### src/rtl/pic_bus_sequencer.sv
// Bus-master sequencer for an 8259A-style PIC: runs the ICW/OCW init list, services INT with
// the two-pulse INTA handshake, and performs run-time OCW1 mask rewrites.
module pic_bus_sequencer #(
    parameter logic [7:0]  ICW1         = 8'h1B,
    parameter logic [7:0]  ICW2         = 8'hA8,
    parameter logic [7:0]  ICW3         = 8'h00,
    parameter logic [7:0]  ICW4         = 8'h02,
    parameter logic [7:0]  OCW1         = 8'h80,
    parameter int unsigned PULSE_CYCLES = 2,
    parameter int unsigned GAP_CYCLES   = 1
) (
    input  logic       clk,
    input  logic       rst_n,
    input  logic       start,
    input  logic       mask_wr,
    input  logic [7:0] mask_data,
    input  logic       vec_ack,
    input  logic       pic_int,
    input  logic [7:0] pic_d_in,
    output logic       busy,
    output logic       init_done,
    output logic       pic_cs_n,
    output logic       pic_wr_n,
    output logic       pic_rd_n,
    output logic       pic_a0,
    output logic [7:0] pic_d_out,
    output logic       pic_d_oe,
    output logic       pic_inta_n,
    output logic       vec_valid,
    output logic [7:0] vec_data
);

    typedef enum logic [3:0] {
        StIdle,
        StWSetup,
        StWPulse,
        StWHold,
        StWGap,
        StReady,
        StInta1,
        StIntaGap,
        StInta2,
        StVecWait
    } state_e;

    localparam logic [2:0] WordIcw1 = 3'd0;
    localparam logic [2:0] WordIcw2 = 3'd1;
    localparam logic [2:0] WordIcw3 = 3'd2;
    localparam logic [2:0] WordIcw4 = 3'd3;
    localparam logic [2:0] WordOcw1 = 3'd4;
    localparam logic [2:0] WordDone = 3'd5;

    localparam logic [7:0] PulseLast = 8'(PULSE_CYCLES - 1);
    localparam logic [7:0] GapLast   = 8'(GAP_CYCLES - 1);

    // Skipped words are resolved here so they cost no bus cycles.
    function automatic logic [2:0] next_word(input logic [2:0] idx);
        logic [2:0] nxt;
        case (idx)
            WordIcw1: nxt = WordIcw2;
            WordIcw2: nxt = !ICW1[1] ? WordIcw3 : (ICW1[0] ? WordIcw4 : WordOcw1);
            WordIcw3: nxt = ICW1[0] ? WordIcw4 : WordOcw1;
            WordIcw4: nxt = WordOcw1;
            default:  nxt = WordDone;
        endcase
        return nxt;
    endfunction

    function automatic logic [7:0] word_value(input logic [2:0] idx);
        logic [7:0] val;
        case (idx)
            WordIcw1: val = ICW1;
            WordIcw2: val = ICW2;
            WordIcw3: val = ICW3;
            WordIcw4: val = ICW4;
            default:  val = OCW1;
        endcase
        return val;
    endfunction

    state_e     state_q, state_d;
    logic [7:0] cnt_q, cnt_d;
    logic [2:0] idx_q, idx_d;
    logic       init_mode_q, init_mode_d;
    logic [7:0] wr_data_q, wr_data_d;
    logic       wr_a0_q, wr_a0_d;
    logic [7:0] mask_q, mask_d;
    logic       pend_q, pend_d;
    logic       init_done_q, init_done_d;
    logic       vec_valid_q, vec_valid_d;
    logic [7:0] vec_data_q, vec_data_d;

    logic       launch_init;
    logic [2:0] launch_idx;
    logic [2:0] nxt_word;
    logic [7:0] mask_now;

    always_ff @(posedge clk or negedge rst_n) begin
        if (!rst_n) begin
            state_q     <= StIdle;
            cnt_q       <= '0;
            idx_q       <= '0;
            init_mode_q <= 1'b0;
            wr_data_q   <= '0;
            wr_a0_q     <= 1'b0;
            mask_q      <= '0;
            pend_q      <= 1'b0;
            init_done_q <= 1'b0;
            vec_valid_q <= 1'b0;
            vec_data_q  <= '0;
        end else begin
            state_q     <= state_d;
            cnt_q       <= cnt_d;
            idx_q       <= idx_d;
            init_mode_q <= init_mode_d;
            wr_data_q   <= wr_data_d;
            wr_a0_q     <= wr_a0_d;
            mask_q      <= mask_d;
            pend_q      <= pend_d;
            init_done_q <= init_done_d;
            vec_valid_q <= vec_valid_d;
            vec_data_q  <= vec_data_d;
        end
    end

    always_comb begin
        state_d     = state_q;
        cnt_d       = cnt_q;
        idx_d       = idx_q;
        init_mode_d = init_mode_q;
        wr_data_d   = wr_data_q;
        wr_a0_d     = wr_a0_q;
        mask_d      = mask_q;
        pend_d      = pend_q;
        init_done_d = init_done_q;
        vec_valid_d = vec_valid_q;
        vec_data_d  = vec_data_q;
        launch_init = 1'b0;
        launch_idx  = WordIcw1;
        nxt_word    = next_word(idx_q);
        // A same-cycle request is newer than anything already latched.
        mask_now    = mask_wr ? mask_data : mask_q;

        if (mask_wr && (state_q != StIdle)) begin
            mask_d = mask_data;
            pend_d = 1'b1;
        end

        case (state_q)
            StIdle: begin
                if (start) begin
                    init_mode_d = 1'b1;
                    launch_init = 1'b1;
                end
            end
            StWSetup: begin
                state_d = StWPulse;
                cnt_d   = '0;
            end
            StWPulse: begin
                if (cnt_q == PulseLast) begin
                    state_d = StWHold;
                end else begin
                    cnt_d = cnt_q + 8'd1;
                end
            end
            StWHold: begin
                state_d = StWGap;
                cnt_d   = '0;
            end
            StWGap: begin
                if (cnt_q != GapLast) begin
                    cnt_d = cnt_q + 8'd1;
                end else if (!init_mode_q) begin
                    state_d = StReady;
                end else if (nxt_word == WordDone) begin
                    state_d     = StReady;
                    init_mode_d = 1'b0;
                    init_done_d = 1'b1;
                end else begin
                    launch_init = 1'b1;
                    launch_idx  = nxt_word;
                end
            end
            StReady: begin
                if (start) begin
                    init_done_d = 1'b0;
                    init_mode_d = 1'b1;
                    launch_init = 1'b1;
                end else if (pic_int && !vec_valid_q) begin
                    state_d = StInta1;
                    cnt_d   = '0;
                end else if (pend_q) begin
                    state_d   = StWSetup;
                    wr_data_d = mask_now;
                    wr_a0_d   = 1'b1;
                    pend_d    = 1'b0;
                end
            end
            StInta1: begin
                if (cnt_q == PulseLast) begin
                    state_d = StIntaGap;
                    cnt_d   = '0;
                end else begin
                    cnt_d = cnt_q + 8'd1;
                end
            end
            StIntaGap: begin
                if (cnt_q == GapLast) begin
                    state_d = StInta2;
                    cnt_d   = '0;
                end else begin
                    cnt_d = cnt_q + 8'd1;
                end
            end
            StInta2: begin
                if (cnt_q == PulseLast) begin
                    state_d     = StVecWait;
                    vec_data_d  = pic_d_in;
                    vec_valid_d = 1'b1;
                end else begin
                    cnt_d = cnt_q + 8'd1;
                end
            end
            StVecWait: begin
                if (vec_ack) begin
                    vec_valid_d = 1'b0;
                    state_d     = StReady;
                end
            end
            default: state_d = StIdle;
        endcase

        // The init's final OCW1 absorbs any pending mask so it is not written twice.
        if (launch_init) begin
            state_d = StWSetup;
            idx_d   = launch_idx;
            wr_a0_d = (launch_idx != WordIcw1);
            if (launch_idx == WordOcw1) begin
                wr_data_d = (pend_q || mask_wr) ? mask_now : OCW1;
                pend_d    = 1'b0;
            end else begin
                wr_data_d = word_value(launch_idx);
            end
        end
    end

    always_comb begin
        pic_cs_n   = 1'b1;
        pic_wr_n   = 1'b1;
        pic_d_oe   = 1'b0;
        pic_d_out  = '0;
        pic_a0     = 1'b0;
        pic_inta_n = 1'b1;
        case (state_q)
            StWSetup, StWHold: begin
                pic_cs_n  = 1'b0;
                pic_d_oe  = 1'b1;
                pic_d_out = wr_data_q;
                pic_a0    = wr_a0_q;
            end
            StWPulse: begin
                pic_cs_n  = 1'b0;
                pic_wr_n  = 1'b0;
                pic_d_oe  = 1'b1;
                pic_d_out = wr_data_q;
                pic_a0    = wr_a0_q;
            end
            StInta1, StInta2: pic_inta_n = 1'b0;
            default: ;
        endcase
    end

    assign pic_rd_n  = 1'b1;
    assign busy      = !(state_q inside {StIdle, StReady});
    assign init_done = init_done_q;
    assign vec_valid = vec_valid_q;
    assign vec_data  = vec_data_q;

endmodule

### config.mk
export PLATFORM = sky130hd
export DESIGN_NAME = pic_bus_sequencer
export DESIGN_NICKNAME = d
export VERILOG_FILES = /design/src/rtl/pic_bus_sequencer.sv
export SDC_FILE = /design/constraint.sdc
export NUM_CORES = 1
export LEC_CHECK = 0
export CORE_MARGIN = 2
export CORE_UTILIZATION = 40
export CTS_CLUSTER_SIZE = 40
export DETAILED_ROUTE_END_ITERATION = 8
export HOLD_SLACK_MARGIN = 0.02
export SYNTH_ARGS = -nofsm -noshare
export SYNTH_HDL_FRONTEND = slang
export SYNTH_SLANG_ARGS = --single-unit
### constraint.sdc
create_clock -name clk -period 2.7 [get_ports clk]
set_clock_uncertainty 0.05 [all_clocks]
set_input_delay 0.54 -clock clk [delete_from_list [all_inputs] [get_ports clk]]
set_output_delay 0.54 -clock clk [all_outputs]
set_load 0.1 [all_outputs]
==> impl_results.md <==
- Die footprint: 7161 um2
- Crit-path max cell delay: slightly below 600 ps
- Worst EP required: 2830 ps
- Sequential area share after synthesis: 0.4235
- Status: completed
- CP Cell Sequence: or4_4 -> or2_2 -> nor4_4 -> mux2_2
- Netlist cell types: 55
- Slew @ Worst Pin: 847.2 ps
- CTS root buffer: clkbuf_8
- RSZ-0062 raised after global routing: no
- Initial antenna violation count: 0
- Worst path top cell family by delay: simple AND/OR/NAND/NOR gates
- Top cell type's share of synthesized area: 0.4235
- Reg2Reg Depth: 4
- Cell Area, Synth: 2600 um2
- Clk_lat worst skew: 300 ps
- Final Cycle Share: 0.9206
- Post-cts resize count: 0
- Routed WL: ~6.1 mm
- Die height: 84.62 um
- Synth Register Bits: 44
- Final Setup Violations: 0
- Startpoint class of the critical path: flip-flop
- Clock transition at path regs: about 90 ps
- Vias per cell: between 5 and 6
- Worst path bufs/invs: 0
- DPL Wire Length: 4.418 mm
- Total global routing overflow: 0
- Drt pass-1 iters: 4
- Fin. Hold Viols: 0
- Antenna Nets Post-Route: 0
- CTS Buf Count: 5
- GRT Total Usage: 0.1790
- Final core occ: 0.5349
- Worst R2R Start: cnt_q[5]
- FP Rows: 29
- Post-CTS Hold Fix Bufs: 0
- Routed length per instance: 15.87 um
- Global-route wire length before repair: 10.33 mm
- Max Slew Vio Count: 0
- Worst hold path type: input port to async pin
- Asr flop ratio synth: 1.000
- Most common library cells after synthesis: dfrtp_1, nor2_1, mux2_2
- Layout area overhead: 29.88%
- Syn nets: approximately 280
- Layout cell share with drive strength beyond 1: 0.2695
- Synth Flop Type: dfrtp_1
- Ant. Diodes: 0
- Core region area: between 6000 and 7000 um2
- Critical path class: flip-flop to flip-flop
- PortBufs: 45
- Starting DRC count in detailed routing: around 140
- Routed via count: 2157
- Critical Path Slowest Stage Cell: or4_4
- Worst hold slack: 74.65 ps
- Die Wd: 84.62 um
- Post-synthesis instance total: approximately 260
- Fmax: roughly 400 MHz
- Synth warn: 0
- CP arrival: ~2600 ps
- Gpl congestion: between 0.8 and 0.9
- Postcts setup bufs: 0
- Slew margin rel.: 0.4318
- Layout Nets: 333
- Clock Sinks: 44
- Syn avg cell area: 10.04 um2
- CP Max Fanout: 8
- Ports: 47
- Largest net degree at the start of global routing: 33
- TritonCTS clock tree: yes
- Htree depth: 2
- Nature of the critical path endpoint: flip-flop
- Initial core utilization: 0.4118
- Vias in the first global route: 2119
- Max cap viols: 0
- Yosys top cell by area: dfrtp_1
- DRC Markers: 0
- Area contributors post-synth: dfrtp_1, mux2_2, nor2_1
- Cell with the most instances after synthesis: dfrtp_1
- R2R Path End: vec_data[7]
- Setup slack, reg-to-reg: between 200 and 250 ps
- CTS max path bufs: 2
- EDFF count, synth: 0
- Fin crit period: 2486 ps
==> metal layers <==
metal / GRT usage / wire length, um / vias up
met5: 0 / 0 / -
met4: 0.04329 / 50 / 0
met3: 0.03540 / 284 / 4
met2: 0.2863 / 2846 / 51
met1: 0.2511 / 2928 / 1049
li1: - / - / 1053
==> final cells by class <==
type	instances	area, um2
Clock inverter	2	12.51
Fill cell	592	2937
Timing Repair Buffer	57	650.6
Multi-Input combinational cell	189	1403
Inverter	11	45.04
Sequential cell	44	1101
Tap cell	77	96.34
Clock buffer	5	68.82
==> layout by cell type, fill, tap and decap left out, types with 9 or more instances in the layout <==
cell / netlist / routed
buf_4: 2 / 22
a21oi_1: 9 / 9
nand2_1: 14 / 14
clkdlybuf4s50_1: 0 / 20
mux2_2: 19 / 19
buf_12: 0 / 14
dfrtp_1: 44 / 44
nor2_1: 23 / 21
inv_1: 11 / 10
and3_1: 13 / 13
==> logic make-up after synthesis <==
| kind of cell | Yosys count | synth area share |
|---|---|---|
| compound gates | 62 | 0.1853 |
| xor+xnor | 2 | 0.006738 |
| fa+ha+maj | 3 | 0.01444 |
| buf+inv | 26 | 0.04379 |
| flops | 44 | 0.4235 |
| mux | 27 | 0.1131 |
| other cells | 1 | 0.001442 |
| simple gates | 94 | 0.2117 |
==> worst max-delay path by stage <==
stage | start | end | slack [ps] | depth (start not counted)
2_1_floorplan | state_q[2] | pic_a0 | -310 | 6
3_3_place_gp | cnt_q[5] | vec_data[6] | 210 | 4
3_5_place_dp | cnt_q[5] | vec_data[6] | 200 | 4
4_1_cts | cnt_q[5] | vec_data[7] | 190 | 4
5_1_grt | state_q[2] | cnt_q[0] | 120 | 4
6_report | cnt_q[5] | vec_data[7] | 210 | 4
==> metrics by stage <==
| stage | setup WS (ps) | std cells | area, um2 | TNS [ps] |
|---|---|---|---|---|
| after global routing | 120.2 | 385 | 3377 | 0 |
| final | 214.5 | 385 | 3377 | 0 |
| after CTS | 191.6 | 385 | 3377 | 0 |
| after detailed placement | 201.4 | 378 | 3296 | 0 |
| after global placement | 213.4 | 378 | 3296 | 0 |
| after floorplan | -311.1 | 259 | 2653 | -311.1 |
==> sequential cells by signal (all words and copies together), names as in the netlist <==
name / flops
wr_data_q: 8
cnt_q: 8
init_done: 1
init_mode_q: 1
wr_a0_q: 1
mask_q: 8
idx_q: 3
vec_data: 8
pend_q: 1
vec_valid: 1
state_q: 4
==> worst reg2reg max path, delay by kind of cell, from the launching register on <==
family / cells / cell delay, ps
DFF: 1 / 440
muxes: 1 / 410
and+or+nand+nor: 3 / 1480
Power is not shown: default switching activity piles up to over one toggle a cycle in this logic, so the estimate is an artifact.
